**config.mk**
```make
export PLATFORM = sky130hd
export DESIGN_NAME = udp_tx_arbiter_flat
export DESIGN_NICKNAME = d
export VERILOG_FILES = /design/src/rtl/udp_tx_arbiter_if.sv /design/src/rtl/udp_tx_arbiter.sv /design/src/flat_wrapper.sv
export SDC_FILE = /design/constraint.sdc
export NUM_CORES = 1
export LEC_CHECK = 0
export BUFFER_PORTS_ARGS = -buffer_cell sky130_fd_sc_hd__buf_2
export CORE_AREA = 2 2 129 131
export DETAILED_ROUTE_END_ITERATION = 7
export DIE_AREA = 0 0 131 133
export GPL_ROUTABILITY_DRIVEN = 0
export PLACE_DENSITY = 0.69
export SLEW_MARGIN = 20
export SYNTH_ARGS = -nofsm -noshare
export SYNTH_HDL_FRONTEND = slang
export SYNTH_SLANG_ARGS = --single-unit
```
**constraint.sdc**
```tcl
create_clock -name tx_clk -period 2.9 [get_ports tx_clk]
set_input_delay 0.58 -clock tx_clk [delete_from_list [all_inputs] [get_ports tx_clk]]
set_output_delay 0.58 -clock tx_clk [all_outputs]
set_load 0.02 [all_outputs]
```
**src/rtl/udp_tx_arbiter_if.sv**
```systemverilog
// Bus interfaces for udp_tx_arbiter: a byte-wide AXI-stream channel and the UDP header bus.
// Handshake rule for both: a transfer occurs on a rising clock edge where valid && ready; valid never depends on ready.

interface udp_tx_axis_if;
  logic [7:0] tdata;
  logic       tvalid;
  logic       tready;
  logic       tlast;
  logic       tuser;

  modport master (
    output tdata,
    output tvalid,
    output tlast,
    output tuser,
    input  tready
  );

  modport slave (
    input  tdata,
    input  tvalid,
    input  tlast,
    input  tuser,
    output tready
  );
endinterface

interface udp_tx_hdr_if;
  logic        hdr_valid;
  logic        hdr_ready;
  logic [5:0]  ip_dscp;
  logic [1:0]  ip_ecn;
  logic [7:0]  ip_ttl;
  logic [31:0] ip_source_ip;
  logic [31:0] ip_dest_ip;
  logic [15:0] source_port;
  logic [15:0] dest_port;
  logic [15:0] length;
  logic [15:0] checksum;

  modport master (
    output hdr_valid,
    output ip_dscp,
    output ip_ecn,
    output ip_ttl,
    output ip_source_ip,
    output ip_dest_ip,
    output source_port,
    output dest_port,
    output length,
    output checksum,
    input  hdr_ready
  );

  modport slave (
    input  hdr_valid,
    input  ip_dscp,
    input  ip_ecn,
    input  ip_ttl,
    input  ip_source_ip,
    input  ip_dest_ip,
    input  source_port,
    input  dest_port,
    input  length,
    input  checksum,
    output hdr_ready
  );
endinterface

```
**src/rtl/udp_tx_arbiter.sv**
```systemverilog
// Two-channel round-robin frame scheduler for the UDP TX path: one header per frame, MAX_LEN cap, inter-frame gap.
// Optional statistics counters are built when UDP_TX_ARB_STATS_EN is defined.

module udp_tx_arbiter #(
  parameter logic [31:0] DEST_IP     = {8'd239, 8'd2, 8'd2, 8'd6},
  parameter logic [15:0] DEST_PORT_0 = 16'd21007,
  parameter logic [15:0] DEST_PORT_1 = 16'd21008,
  parameter logic [7:0]  TTL         = 8'd64,
  parameter int unsigned MAX_LEN     = 1472,
  parameter int unsigned GAP_CYCLES  = 16
) (
  input  logic               tx_clk,
  input  logic               tx_rst,
  input  logic [31:0]        local_ip,
  input  logic [15:0]        src_port,
  udp_tx_axis_if.slave       s0,
  udp_tx_axis_if.slave       s1,
  udp_tx_hdr_if.master       tx_udp_hdr,
  udp_tx_axis_if.master      tx_udp_payload_axis,
  output logic               grant,
  output logic               busy,
  output logic               status_truncated,
  output logic [31:0]        frame_count_0,
  output logic [31:0]        frame_count_1,
  output logic [31:0]        trunc_count,
  output logic [2:0]         state_dbg
);

  localparam logic [15:0] LAST_BEAT = 16'(MAX_LEN - 1);
  localparam logic [15:0] GAP_LOAD  = 16'(GAP_CYCLES);

  typedef enum logic [2:0] {
    S_IDLE = 3'd0,
    S_HDR  = 3'd1,
    S_DATA = 3'd2,
    S_DROP = 3'd3,
    S_GAP  = 3'd4
  } state_t;

  state_t      state_q, state_d;
  logic        grant_q, grant_d;
  logic        last_grant_q, last_grant_d;
  logic        hdr_valid_q, hdr_valid_d;
  logic        busy_q, busy_d;
  logic        trunc_q, trunc_d;
  logic [15:0] beat_q, beat_d;
  logic [15:0] gap_q, gap_d;
  logic [15:0] dport_q, dport_d;
  logic [15:0] sport_q, sport_d;
  logic [31:0] sip_q, sip_d;

  // View of whichever channel currently owns the output.
  logic [7:0] g_tdata;
  logic       g_tvalid;
  logic       g_tlast;
  logic       g_tuser;

  always_comb begin
    if (grant_q) begin
      g_tdata  = s1.tdata;
      g_tvalid = s1.tvalid;
      g_tlast  = s1.tlast;
      g_tuser  = s1.tuser;
    end else begin
      g_tdata  = s0.tdata;
      g_tvalid = s0.tvalid;
      g_tlast  = s0.tlast;
      g_tuser  = s0.tuser;
    end
  end

  logic in_data;
  logic in_drop;
  logic pass_hs;
  logic drop_hs;
  logic trunc_beat;
  logic pick;

  assign in_data    = (state_q == S_DATA);
  assign in_drop    = (state_q == S_DROP);
  assign pass_hs    = in_data && g_tvalid && tx_udp_payload_axis.tready;
  assign drop_hs    = in_drop && g_tvalid;
  // Beat number MAX_LEN without a source tlast: the frame is cut here.
  assign trunc_beat = (beat_q == LAST_BEAT) && !g_tlast;
  // Both requesting: the channel that did not go last wins; otherwise the sole requester.
  assign pick       = (s0.tvalid && s1.tvalid) ? ~last_grant_q : s1.tvalid;

  assign tx_udp_payload_axis.tdata  = g_tdata;
  assign tx_udp_payload_axis.tvalid = in_data && g_tvalid;
  assign tx_udp_payload_axis.tlast  = g_tlast || trunc_beat;
  assign tx_udp_payload_axis.tuser  = g_tuser || trunc_beat;

  assign s0.tready = !grant_q && (in_drop || (in_data && tx_udp_payload_axis.tready));
  assign s1.tready =  grant_q && (in_drop || (in_data && tx_udp_payload_axis.tready));

  assign tx_udp_hdr.hdr_valid    = hdr_valid_q;
  assign tx_udp_hdr.ip_dscp      = 6'd0;
  assign tx_udp_hdr.ip_ecn       = 2'd0;
  assign tx_udp_hdr.ip_ttl       = TTL;
  assign tx_udp_hdr.ip_source_ip = sip_q;
  assign tx_udp_hdr.ip_dest_ip   = DEST_IP;
  assign tx_udp_hdr.source_port  = sport_q;
  assign tx_udp_hdr.dest_port    = dport_q;
  assign tx_udp_hdr.length       = 16'd0;
  assign tx_udp_hdr.checksum     = 16'd0;

  assign grant            = grant_q;
  assign busy             = busy_q;
  assign status_truncated = trunc_q;
  assign state_dbg        = state_q;

  always_comb begin
    state_d      = state_q;
    grant_d      = grant_q;
    last_grant_d = last_grant_q;
    beat_d       = beat_q;
    gap_d        = gap_q;
    dport_d      = dport_q;
    sport_d      = sport_q;
    sip_d        = sip_q;
    trunc_d      = 1'b0;

    unique case (state_q)
      S_IDLE: begin
        if (s0.tvalid || s1.tvalid) begin
          grant_d      = pick;
          last_grant_d = pick;
          dport_d      = pick ? DEST_PORT_1 : DEST_PORT_0;
          sip_d        = local_ip;
          sport_d      = src_port;
          beat_d       = 16'd0;
          state_d      = S_HDR;
        end
      end
      S_HDR: begin
        if (tx_udp_hdr.hdr_ready) state_d = S_DATA;
      end
      S_DATA: begin
        if (pass_hs) begin
          beat_d = beat_q + 16'd1;
          if (g_tlast) begin
            state_d = S_GAP;
            gap_d   = GAP_LOAD;
          end else if (trunc_beat) begin
            state_d = S_DROP;
            trunc_d = 1'b1;
          end
        end
      end
      S_DROP: begin
        if (drop_hs && g_tlast) begin
          state_d = S_GAP;
          gap_d   = GAP_LOAD;
        end
      end
      S_GAP: begin
        // Leaving when the counter is at 1 or 0 gives GAP_CYCLES idle cycles, minimum one.
        gap_d = (gap_q == 16'd0) ? 16'd0 : gap_q - 16'd1;
        if (gap_q <= 16'd1) state_d = S_IDLE;
      end
      default: state_d = S_IDLE;
    endcase

    hdr_valid_d = (state_d == S_HDR);
    busy_d      = (state_d != S_IDLE);
  end

  always_ff @(posedge tx_clk or posedge tx_rst) begin
    if (tx_rst) begin
      state_q      <= S_IDLE;
      grant_q      <= 1'b0;
      last_grant_q <= 1'b1;
      hdr_valid_q  <= 1'b0;
      busy_q       <= 1'b0;
      trunc_q      <= 1'b0;
      beat_q       <= 16'd0;
      gap_q        <= 16'd0;
      dport_q      <= 16'd0;
      sport_q      <= 16'd0;
      sip_q        <= 32'd0;
    end else begin
      state_q      <= state_d;
      grant_q      <= grant_d;
      last_grant_q <= last_grant_d;
      hdr_valid_q  <= hdr_valid_d;
      busy_q       <= busy_d;
      trunc_q      <= trunc_d;
      beat_q       <= beat_d;
      gap_q        <= gap_d;
      dport_q      <= dport_d;
      sport_q      <= sport_d;
      sip_q        <= sip_d;
    end
  end

`ifdef UDP_TX_ARB_STATS_EN
  logic [31:0] fc0_q, fc0_d;
  logic [31:0] fc1_q, fc1_d;
  logic [31:0] tc_q, tc_d;
  logic        out_last_hs;

  assign out_last_hs = pass_hs && tx_udp_payload_axis.tlast;

  always_comb begin
    fc0_d = fc0_q + {31'd0, out_last_hs && !grant_q};
    fc1_d = fc1_q + {31'd0, out_last_hs &&  grant_q};
    tc_d  = tc_q  + {31'd0, trunc_q};
  end

  always_ff @(posedge tx_clk or posedge tx_rst) begin
    if (tx_rst) begin
      fc0_q <= 32'd0;
      fc1_q <= 32'd0;
      tc_q  <= 32'd0;
    end else begin
      fc0_q <= fc0_d;
      fc1_q <= fc1_d;
      tc_q  <= tc_d;
    end
  end

  assign frame_count_0 = fc0_q;
  assign frame_count_1 = fc1_q;
  assign trunc_count   = tc_q;
`else
  assign frame_count_0 = 32'd0;
  assign frame_count_1 = 32'd0;
  assign trunc_count   = 32'd0;
`endif

endmodule
```
**src/flat_wrapper.sv**
```systemverilog
// flat-port wrapper written by rule: the top's interface ports become plain ports
module udp_tx_arbiter_flat 
#(
  parameter logic [31:0] DEST_IP     = {8'd239, 8'd2, 8'd2, 8'd6},
  parameter logic [15:0] DEST_PORT_0 = 16'd21007,
  parameter logic [15:0] DEST_PORT_1 = 16'd21008,
  parameter logic [7:0]  TTL         = 8'd64,
  parameter int unsigned MAX_LEN     = 1472,
  parameter int unsigned GAP_CYCLES  = 16
)
  (tx_clk, tx_rst, local_ip, src_port, grant, busy, status_truncated, frame_count_0, frame_count_1, trunc_count, state_dbg, s0_tdata, s0_tvalid, s0_tlast, s0_tuser, s0_tready, s1_tdata, s1_tvalid, s1_tlast, s1_tuser, s1_tready, tx_udp_hdr_hdr_valid, tx_udp_hdr_ip_dscp, tx_udp_hdr_ip_ecn, tx_udp_hdr_ip_ttl, tx_udp_hdr_ip_source_ip, tx_udp_hdr_ip_dest_ip, tx_udp_hdr_source_port, tx_udp_hdr_dest_port, tx_udp_hdr_length, tx_udp_hdr_checksum, tx_udp_hdr_hdr_ready, tx_udp_payload_axis_tdata, tx_udp_payload_axis_tvalid, tx_udp_payload_axis_tlast, tx_udp_payload_axis_tuser, tx_udp_payload_axis_tready);
  udp_tx_axis_if s0_i ();
  udp_tx_axis_if s1_i ();
  udp_tx_hdr_if tx_udp_hdr_i ();
  udp_tx_axis_if tx_udp_payload_axis_i ();
  input  logic tx_clk;
  input  logic tx_rst;
  input  logic [31:0] local_ip;
  input  logic [15:0] src_port;
  output logic grant;
  output logic busy;
  output logic status_truncated;
  output logic [31:0] frame_count_0;
  output logic [31:0] frame_count_1;
  output logic [31:0] trunc_count;
  output logic [2:0] state_dbg;
  input wire logic [$bits(s0_i.tdata)-1:0] s0_tdata;
  input wire logic [$bits(s0_i.tvalid)-1:0] s0_tvalid;
  input wire logic [$bits(s0_i.tlast)-1:0] s0_tlast;
  input wire logic [$bits(s0_i.tuser)-1:0] s0_tuser;
  output wire logic [$bits(s0_i.tready)-1:0] s0_tready;
  input wire logic [$bits(s1_i.tdata)-1:0] s1_tdata;
  input wire logic [$bits(s1_i.tvalid)-1:0] s1_tvalid;
  input wire logic [$bits(s1_i.tlast)-1:0] s1_tlast;
  input wire logic [$bits(s1_i.tuser)-1:0] s1_tuser;
  output wire logic [$bits(s1_i.tready)-1:0] s1_tready;
  output wire logic [$bits(tx_udp_hdr_i.hdr_valid)-1:0] tx_udp_hdr_hdr_valid;
  output wire logic [$bits(tx_udp_hdr_i.ip_dscp)-1:0] tx_udp_hdr_ip_dscp;
  output wire logic [$bits(tx_udp_hdr_i.ip_ecn)-1:0] tx_udp_hdr_ip_ecn;
  output wire logic [$bits(tx_udp_hdr_i.ip_ttl)-1:0] tx_udp_hdr_ip_ttl;
  output wire logic [$bits(tx_udp_hdr_i.ip_source_ip)-1:0] tx_udp_hdr_ip_source_ip;
  output wire logic [$bits(tx_udp_hdr_i.ip_dest_ip)-1:0] tx_udp_hdr_ip_dest_ip;
  output wire logic [$bits(tx_udp_hdr_i.source_port)-1:0] tx_udp_hdr_source_port;
  output wire logic [$bits(tx_udp_hdr_i.dest_port)-1:0] tx_udp_hdr_dest_port;
  output wire logic [$bits(tx_udp_hdr_i.length)-1:0] tx_udp_hdr_length;
  output wire logic [$bits(tx_udp_hdr_i.checksum)-1:0] tx_udp_hdr_checksum;
  input wire logic [$bits(tx_udp_hdr_i.hdr_ready)-1:0] tx_udp_hdr_hdr_ready;
  output wire logic [$bits(tx_udp_payload_axis_i.tdata)-1:0] tx_udp_payload_axis_tdata;
  output wire logic [$bits(tx_udp_payload_axis_i.tvalid)-1:0] tx_udp_payload_axis_tvalid;
  output wire logic [$bits(tx_udp_payload_axis_i.tlast)-1:0] tx_udp_payload_axis_tlast;
  output wire logic [$bits(tx_udp_payload_axis_i.tuser)-1:0] tx_udp_payload_axis_tuser;
  input wire logic [$bits(tx_udp_payload_axis_i.tready)-1:0] tx_udp_payload_axis_tready;
  assign s0_i.tdata = s0_tdata;
  assign s0_i.tvalid = s0_tvalid;
  assign s0_i.tlast = s0_tlast;
  assign s0_i.tuser = s0_tuser;
  assign s0_tready = s0_i.tready;
  assign s1_i.tdata = s1_tdata;
  assign s1_i.tvalid = s1_tvalid;
  assign s1_i.tlast = s1_tlast;
  assign s1_i.tuser = s1_tuser;
  assign s1_tready = s1_i.tready;
  assign tx_udp_hdr_hdr_valid = tx_udp_hdr_i.hdr_valid;
  assign tx_udp_hdr_ip_dscp = tx_udp_hdr_i.ip_dscp;
  assign tx_udp_hdr_ip_ecn = tx_udp_hdr_i.ip_ecn;
  assign tx_udp_hdr_ip_ttl = tx_udp_hdr_i.ip_ttl;
  assign tx_udp_hdr_ip_source_ip = tx_udp_hdr_i.ip_source_ip;
  assign tx_udp_hdr_ip_dest_ip = tx_udp_hdr_i.ip_dest_ip;
  assign tx_udp_hdr_source_port = tx_udp_hdr_i.source_port;
  assign tx_udp_hdr_dest_port = tx_udp_hdr_i.dest_port;
  assign tx_udp_hdr_length = tx_udp_hdr_i.length;
  assign tx_udp_hdr_checksum = tx_udp_hdr_i.checksum;
  assign tx_udp_hdr_i.hdr_ready = tx_udp_hdr_hdr_ready;
  assign tx_udp_payload_axis_tdata = tx_udp_payload_axis_i.tdata;
  assign tx_udp_payload_axis_tvalid = tx_udp_payload_axis_i.tvalid;
  assign tx_udp_payload_axis_tlast = tx_udp_payload_axis_i.tlast;
  assign tx_udp_payload_axis_tuser = tx_udp_payload_axis_i.tuser;
  assign tx_udp_payload_axis_i.tready = tx_udp_payload_axis_tready;
  udp_tx_arbiter #(.DEST_IP(DEST_IP), .DEST_PORT_0(DEST_PORT_0), .DEST_PORT_1(DEST_PORT_1), .TTL(TTL), .MAX_LEN(MAX_LEN), .GAP_CYCLES(GAP_CYCLES)) u_core (.tx_clk(tx_clk), .tx_rst(tx_rst), .local_ip(local_ip), .src_port(src_port), .s0(s0_i), .s1(s1_i), .tx_udp_hdr(tx_udp_hdr_i), .tx_udp_payload_axis(tx_udp_payload_axis_i), .grant(grant), .busy(busy), .status_truncated(status_truncated), .frame_count_0(frame_count_0), .frame_count_1(frame_count_1), .trunc_count(trunc_count), .state_dbg(state_dbg));
endmodule
```
# Yosys cells after proc, flatten, opt, wreduce, memory -nomap -nowiden

Cells that the tools add are included.

Register bits: 104
Bits of input ports: 74
Logic and storage cells: 74

$add $sub $neg: 2
Order comparisons: 1
Equal/unequal tests: 10
Multiplexer cells: 26
Bitwise gates (word level): 1
Reduce and logical (&&, ||, !) cells: 23

Operator list:

| kind                  | count |
|---|---|
| $mux 16               | 6 |
| $pmux 16 s3           | 1 |
| $pmux 16 s2           | 1 |
| $mux 3                | 7 |
| $add 16x1->16 const B | 1 |
| $eq 16x11->1 const B  | 1 |
| $le 16x1->1 const B   | 1 |
| $logic_not 16->1      | 1 |
| $sub 16x1->16 const B | 1 |
| $pmux 3 s5            | 1 |
| $logic_and 1x1->1     | 9 |
| $mux 1                | 8 |
| $mux 8                | 1 |
| $eq 3x1->1 const B    | 2 |
| $eq 3x2->1 const B    | 2 |
| $reduce_bool 3->1     | 2 |
| $mux 5                | 1 |
| $logic_or 1x1->1      | 4 |
| $ne 2x1->1 const B    | 2 |
| $ne 2x2->1 const B    | 2 |
| $reduce_and 4->1      | 1 |
| $eq 3x3->1 const B    | 1 |
| $logic_not 3->1       | 1 |
| $reduce_and 3->1      | 1 |
| other kinds (4)       | 5 |

# Depth between registers and ports, before layout

Gate-level depths: netlist (run 1).

Depth in word-level cells: 8
Depth in mapped cells: 8
Mapped depth without buffers: 7

# Worst setup path before layout (run 1)

Ideal clock, no wire load.

Path type: reg2reg
Start point: register u_core.tx_udp_hdr.dest_port[4] (netlist name)
End point: register u_core.busy_q, in the netlist u_core.busy
Arrival: 2024 ps
Data required time: 2769 ps
Setup slack: 744 ps
Cell stages (with the launch flop): 8
Buffers on the path: 2
Cell sequence: dfrtp_1 buf_2 mux2i_1 or2_2 buf_2 a2111oi_2 or3_1 or3_1

RTL lines:

| element                | line                  | text |
|---|---|---|
| end signal: assignment | udp_tx_arbiter.sv:186 | `busy_q <= busy_d;` |
| end: declaration       | udp_tx_arbiter.sv:44  | `logic busy_q, busy_d;` |

# Worst setup path after layout (run 1)

Start point: register u_core.beat_q[0]
End point: output tx_udp_payload_axis_tuser

Word-level cells in the longest chain between the ends: 3

Ends and longest elaborated chain:

| element                  | line                  | text |
|---|---|---|
| start: declaration       | udp_tx_arbiter.sv:46  | `logic [15:0] beat_q, beat_d;` |
| start signal: assignment | udp_tx_arbiter.sv:188 | `beat_q <= beat_d;` |
| $eq 16x11->1             | udp_tx_arbiter.sv:84  | `assign trunc_beat = (beat_q == LAST_BEAT) && !g_tlast;` |
| $logic_and 1x1->1        | udp_tx_arbiter.sv:84  |  |
| $logic_or 1x1->1         | udp_tx_arbiter.sv:91  | `assign tx_udp_payload_axis.tuser = g_tuser \|\| trunc_beat;` |
| end: declaration         | flat_wrapper.sv:51    | `output wire logic [$bits(tx_udp_payload_axis_i.tuser)-1:0] tx_udp_payload_axis_tuser;` |

No other way between the ends.

==> flow_metrics.env, run 1 <==
export IMPL_status="complete, no violations"
export IMPL_fin_crit_ps=2510
export IMPL_fin_nets=868
export IMPL_rr_worst_depth=7
export IMPL_syn_inst=653
export IMPL_final_cells=1017
export IMPL_cts_setup_buffers=0
export IMPL_clk_pin_slew_ps=60
export IMPL_ctsHoldBuffers=0
export IMPL_insertion_delay_ps=350
export IMPL_dieArea_sq_um=17400
export IMPL_cts_buffers=9
export IMPL_start_util_pct=34.7
export IMPL_post_cts_resized=0
export IMPL_cts_tree="done"
export IMPL_nFillCells=1694
export IMPL_p_sw_mw=2.83
export IMPL_ys_seq_area_share_pct=40.1
export IMPL_ys_async_sr_fraction_pct=100
export IMPL_rows=47
export IMPL_dp_cells=999
export IMPL_ant_nets=0
export IMPL_required_ps=2320
export IMPL_synth_area_sq_um=5610
export IMPL_cap_violations=0
export IMPL_path_class="reg2out"
export IMPL_report_final_slew_viol_count=0
export IMPL_io_buffers=149
export IMPL_syn_mean_instance_area_sq_um=8.60
export IMPL_max_freq_mhz=399
export IMPL_clock_sinks=90
export IMPL_dr_pass1_iters=5
export IMPL_synth_edf_count=0
export IMPL_remaining_drc_errors=0
export IMPL_arrival_ps=1930
export IMPL_vias=4138
export IMPL_hold_path_class="in2async"
export IMPL_drive_gt1_share_pct=24.3
export IMPL_cts_max_level=3
export IMPL_synth_seq_cells=90
export IMPL_finalWirelength_mm=11.6
export IMPL_grt_overflow=0
export IMPL_grt_first_pass_wirelength_mm=18.1
export IMPL_yosys_most_used_dff="dfrtp_1"
export IMPL_intPower_mw=3.21
export IMPL_timing_hold_violations_final=0
export IMPL_cts_buffer_depth=2
export IMPL_tightestPinTransition_ps=988
export IMPL_ys_warn_count=0
export IMPL_grt_pass1_vias=3597
export IMPL_ir_worst_vdd_mv=0.422
export IMPL_power_density_nw_per_um2=983
export IMPL_track_usage_pct=13.3
export IMPL_antenna_found_initial=3
export IMPL_path_max_fanout=5
export IMPL_drtIter0Drc=166
export IMPL_netSwitchingFraction_pct=46.8
export IMPL_p_clk_share_pct=18.2
export IMPL_sequentialPowerShare_pct=34.5
export IMPL_core_sq_um=16200
export IMPL_viasPerCell=4.07
export IMPL_finalSetupViolCount=0
export IMPL_finClkSkew_ps=6.76
export IMPL_dp_hpwl_mm=8.71
export IMPL_dieWidth_um=131
export IMPL_p_comb_share_pct=47.3
export IMPL_crit_path_start_kind="flip-flop"
export IMPL_post_route_period_util_pct=86.5
export IMPL_leakage_nw=3.35
export IMPL_num_io_pins=334
export IMPL_fin_tns_setup_ps=0
export IMPL_relSlewSlack_pct=33.9
export IMPL_fp_dieH_um=133
export IMPL_root_buffer="clkbuf_16"
export IMPL_rsz0062_at_grt="false"
export IMPL_area_growth_pct=9.52
export IMPL_ys_types=54
export IMPL_grt_max_degree=63
export IMPL_route_detailed_wl_per_inst_um=11.4
export IMPL_cp_end_kind="output port"
cell usage in the layout (no fill, tap or decap), types with 3 or more instances in the layout:
cell type,instances
mux2_2,8
inv_1,5
ha_1,4
a22o_1,4
buf_2,149
buf_4,5
xnor2_1,5
xor2_1,6
a21oi_1,11
nor2_1,35
clkbuf_16,9
inv_6,3
nand2b_1,5
o21ai_0,8
a211oi_1,5
a21o_1,3
mux2i_1,3
nand3_1,9
or3_1,6
nand4_1,4
nand2_1,163
nor3_1,16
dfrtp_1,89
conb_1,184
a31oi_1,8
nor4_1,5
cells by family (layout without fill, tap and decap cells):
| group | count (synthesis) | after routing | synth area share [%] |
|---|---|---|---|
| AOI/OAI and AO/OA | 56 | 56 | 6.80 |
| xor gates and xnor gates | 11 | 11 | 1.72 |
| adders and majority gates | 4 | 4 | 0.892 |
| buffers and inverters | 217 | 177 | 27.6 |
| DFF | 90 | 90 | 40.1 |
| muxes | 11 | 11 | 2.14 |
| other | 2 | 186 | 0.134 |
| and+or+nand+nor | 262 | 262 | 20.6 |
stage by stage:
step           util (%)  power [mW]  setup WS (ps)  instance area, sq um  hold slack, ps
2_1_floorplan         -        4.32            744                  6300             466
3_3_place_gp       36.3        4.95            539                  5860             453
3_5_place_dp       36.3        5.00            443                  5860             458
4_1_cts            38.0        6.13            391                  6140             335
5_1_grt            38.0        6.54            259                  6140             376
6_report           38.0        6.04            391                  6150             318
critical path, stage by stage, from the launching register on:
cell and delay [ps]:
dfrtp_1 410, ha_1 230, and4_1 290, nand4_1 170, nor2_1 130, nor3_1 50
a21oi_1 120, buf_2 180
cells in the mapped netlist, types with 3 or more instances:
library cell	count	area [sq um]
nand2b_1	5	31.3
nand3_1	9	45.0
mux2_2	8	90.1
xor2_1	6	52.6
nand2_1	163	612
xnor2_1	5	43.8
dfrtp_1	89	2230
o21ai_0	8	40.0
a21oi_1	11	55.1
buf_2	5	25.0
a22o_1	4	35.0
buf_1	4	15.0
nand4_1	4	25.0
a31oi_1	8	50.1
nor3_1	16	80.1
a21o_1	3	22.5
mux2i_1	3	30.0
buf_4	190	1430
a211oi_1	5	37.5
or3_1	6	37.5
ha_1	4	50.1
nor2_1	35	131
o21ai_1	3	15.0
inv_1	6	22.5
clkbuf_1	10	37.5
nor4_1	5	31.3
flip-flops by register name (all words and copies together), names as in the netlist:
name,flops
u_core.last_grant_q,1
u_core.tx_udp_hdr.ip_source_ip,32
u_core.tx_udp_hdr.source_port,16
u_core.state_dbg,3
u_core.gap_q,16
u_core.tx_udp_hdr.hdr_valid,1
u_core.beat_q,16
u_core.status_truncated,1
u_core.tx_udp_hdr.dest_port,3
u_core.busy,1
power groups by stage:
stage	Clock, mW	Sequential, mW	Combinational, mW
floorplan	0	2.47	1.85
CTS	1.15	2.09	2.90
global placement	0	2.10	2.85
finish	1.10	2.09	2.85
global route	1.20	2.16	3.18
detailed placement	0	2.09	2.91
layer usage:
metal	vias up	GRT usage (%)	wire length, um
met3	16	3.19	1040
met5	-	0	11
met1	1889	18.3	4950
met2	206	19.7	5360
li1	2025	-	-
met4	2	5.67	238
final cells by class:
class,count,area [sq um],area share (%)
multi-input combinational,528,2510,40.8
sequential,90,2250,36.7
timing repair buffer,155,803,13.1
tap,220,275,4.48
clock buffer,9,225,3.66
clock inverter,7,52.6,0.855
inverter,6,26.3,0.427
antenna,2,5.00,0.0814
worst paths after layout:
kind                                               startpoint  slack, ps                                  to
max                                          u_core.beat_q[0]        390           tx_udp_payload_axis_tuser
min                                                    tx_rst        320    u_core.tx_udp_hdr.source_port[0]
min reg2reg                u_core.tx_udp_hdr.ip_source_ip[24]        470  u_core.tx_udp_hdr.ip_source_ip[24]
min in group tx_clk                              local_ip[22]        420  u_core.tx_udp_hdr.ip_source_ip[22]
max reg2reg                                   u_core.gap_q[0]        450                    u_core.gap_q[15]
max in group asynchronous                              tx_rst       1830                 u_core.last_grant_q
Note: power is estimated with default switching activity, not from simulation.
==> run 2: changes to the inputs <==
Settings changed: PLACE_DENSITY 0.69 to 0.67.
Clock period 2.9 ns to 2.25 ns, I/O delays scaled along.
==> flow_metrics.env, run 2 (synthesis gave the netlist of run 1 again) <==
export IMPL_insertion_delay_ps=340
export IMPL_route_detailed_wl_per_inst_um=11.8
export IMPL_cts_buffers=9
export IMPL_fin_tns_setup_ps=0
export IMPL_grt_max_degree=43
export IMPL_fin_crit_ps=2240
export IMPL_ir_worst_vdd_mv=0.545
export IMPL_cts_tree="done"
export IMPL_area_growth_pct=14.0
export IMPL_required_ps=1800
export IMPL_path_buf_inv=1
export IMPL_core_sq_um=16200
export IMPL_ant_nets=0
export IMPL_crit_path_start_kind="flip-flop"
export IMPL_rsz0062_at_grt="true"
export IMPL_viasPerCell=4.12
export IMPL_remaining_drc_errors=0
export IMPL_antenna_cells=0
export IMPL_cp_end_kind="output port"
export IMPL_dieArea_sq_um=17400
export IMPL_post_route_period_util_pct=99.7
export IMPL_relSlewSlack_pct=58.8
export IMPL_r2r_end="u_core.gap_q[4]"
export IMPL_rr_worst_depth=7
export IMPL_finClkSkew_ps=8.84
export IMPL_utilization_pct=39.6
export IMPL_finalWirelength_mm=12.2
export IMPL_timing_hold_violations_final=0
export IMPL_drtIter0Drc=186
export IMPL_path_class="reg2out"
export IMPL_arrival_ps=1790
export IMPL_leakage_nw=3.49
export IMPL_antenna_found_initial=0
export IMPL_start_util_pct=34.7
export IMPL_num_io_pins=334
export IMPL_layout_common_cells="conb_1 (184), nand2_1 (163), buf_2 (148)"
export IMPL_io_buffers=149
export IMPL_root_buffer="clkbuf_16"
export IMPL_hold_worst_slack_ps=162
export IMPL_report_final_slew_viol_count=0
export IMPL_final_cells=1035
export IMPL_clk_pin_slew_ps=70
export IMPL_post_dp_cell_area_sq_um=5990
export IMPL_hold_path_class="in2async"
export IMPL_cts_max_level=3
export IMPL_r2r_start="u_core.gap_q[0]"
export IMPL_power_total_mw=8.31
export IMPL_ctsHoldBuffers=0
export IMPL_layout_commonest_cell="conb_1"
export IMPL_fin_nets=888
export IMPL_layout_setup_ws_ps=7.77
export IMPL_grt_overflow=0
export IMPL_crit_family="simple AND/OR/NAND/NOR gates"
export IMPL_finalSetupViolCount=0
export IMPL_cap_violations=0
export IMPL_pre_cts_slack_ps=36.2
export IMPL_path_common_cell="nor2_1"
export IMPL_vias=4260
export IMPL_clock_sinks=90
export IMPL_critPathSlowestCell="dfrtp_1"
export IMPL_path_cells="ha_2 > and4_4 > nand4_1 > nor2_1 > nor2_1 > a21oi_1 > buf_4"
export IMPL_max_freq_mhz=446
export IMPL_largest_register_ffs=32
export IMPL_path_max_fanout=4
export IMPL_r2r_setup_slack_ps=130
export IMPL_dr_pass1_iters=5
export IMPL_dp_cells=1013
export IMPL_dieWidth_um=131
export IMPL_rows=47
export IMPL_dp_hpwl_mm=8.94
export IMPL_grt_first_pass_wirelength_mm=18.6
export IMPL_power_density_nw_per_um2=1300
export IMPL_drive_gt1_share_pct=26.7
export IMPL_cts_buffer_depth=2
export IMPL_status="complete, no violations"
export IMPL_fp_dieH_um=133
export IMPL_track_usage_pct=13.7
export IMPL_grt_pass1_vias=3611
export IMPL_startpoint="u_core.beat_q[1]"
export IMPL_tightestPinTransition_ps=617
export IMPL_cp_slowest_stage_delay_ps=360
export IMPL_fin_area_sq_um=6400
==> run 2: layer usage <==
| layer | GRT usage, % | wire (um) | share of wire (%) | vias to the layer above |
|---|---|---|---|---|
| met5 | 0 | 0 | 0 | - |
| met4 | 5.20 | 218 | 1.8 | 0 |
| met3 | 2.55 | 913 | 7.5 | 13 |
| met2 | 21.5 | 5770 | 47 | 203 |
| met1 | 18.7 | 5260 | 43 | 1977 |
| li1 | - | - | - | 2067 |
==> run 2: area by class of cell <==
cell class	count	area (sq um)
Tap cell	220	275
Fill cell	1644	9770
Sequential cell	90	2250
Clock inverter	5	85.1
Inverter	6	26.3
Clock buffer	11	253
Multi-Input combinational cell	528	2530
Timing Repair Buffer	175	981
==> run 2: repair_timing <==
action                     CTS  global route
setup endpoints to repair    1            14
pin swaps                    0             5
setup buffers                2             4
gates resized for setup      3             4
==> run 2: power breakdown <==
| group | internal (mW) | switching, mW | total, mW |
|---|---|---|---|
| registers | 2.23 | 0.426 | 2.65 |
| clock network | 1.04 | 0.659 | 1.70 |
| logic | 1.34 | 2.61 | 3.95 |
| total | 4.61 | 3.70 | 8.31 |
==> run 2: how the worst max path moves through the flow <==
stage	end	slack, ps	depth (start not counted)
after floorplan	u_core.busy	90	7
after global placement	u_core.gap_q[4]	70	7
after detailed placement	u_core.gap_q[4]	40	7
after CTS	tx_udp_payload_axis_tuser	4	7
after global routing	tx_udp_payload_axis_tuser	-80	7
final	tx_udp_payload_axis_tuser	8	7
==> run 2: worst reg2reg max path, delay by kind of cell (launching register included) <==
kind	cells	cell delay (ps)
DFF	1	370
buffers and inverters	2	250
adders and majority gates	1	140
AOI/OAI and AO/OA	1	350
and+or+nand+nor	3	890
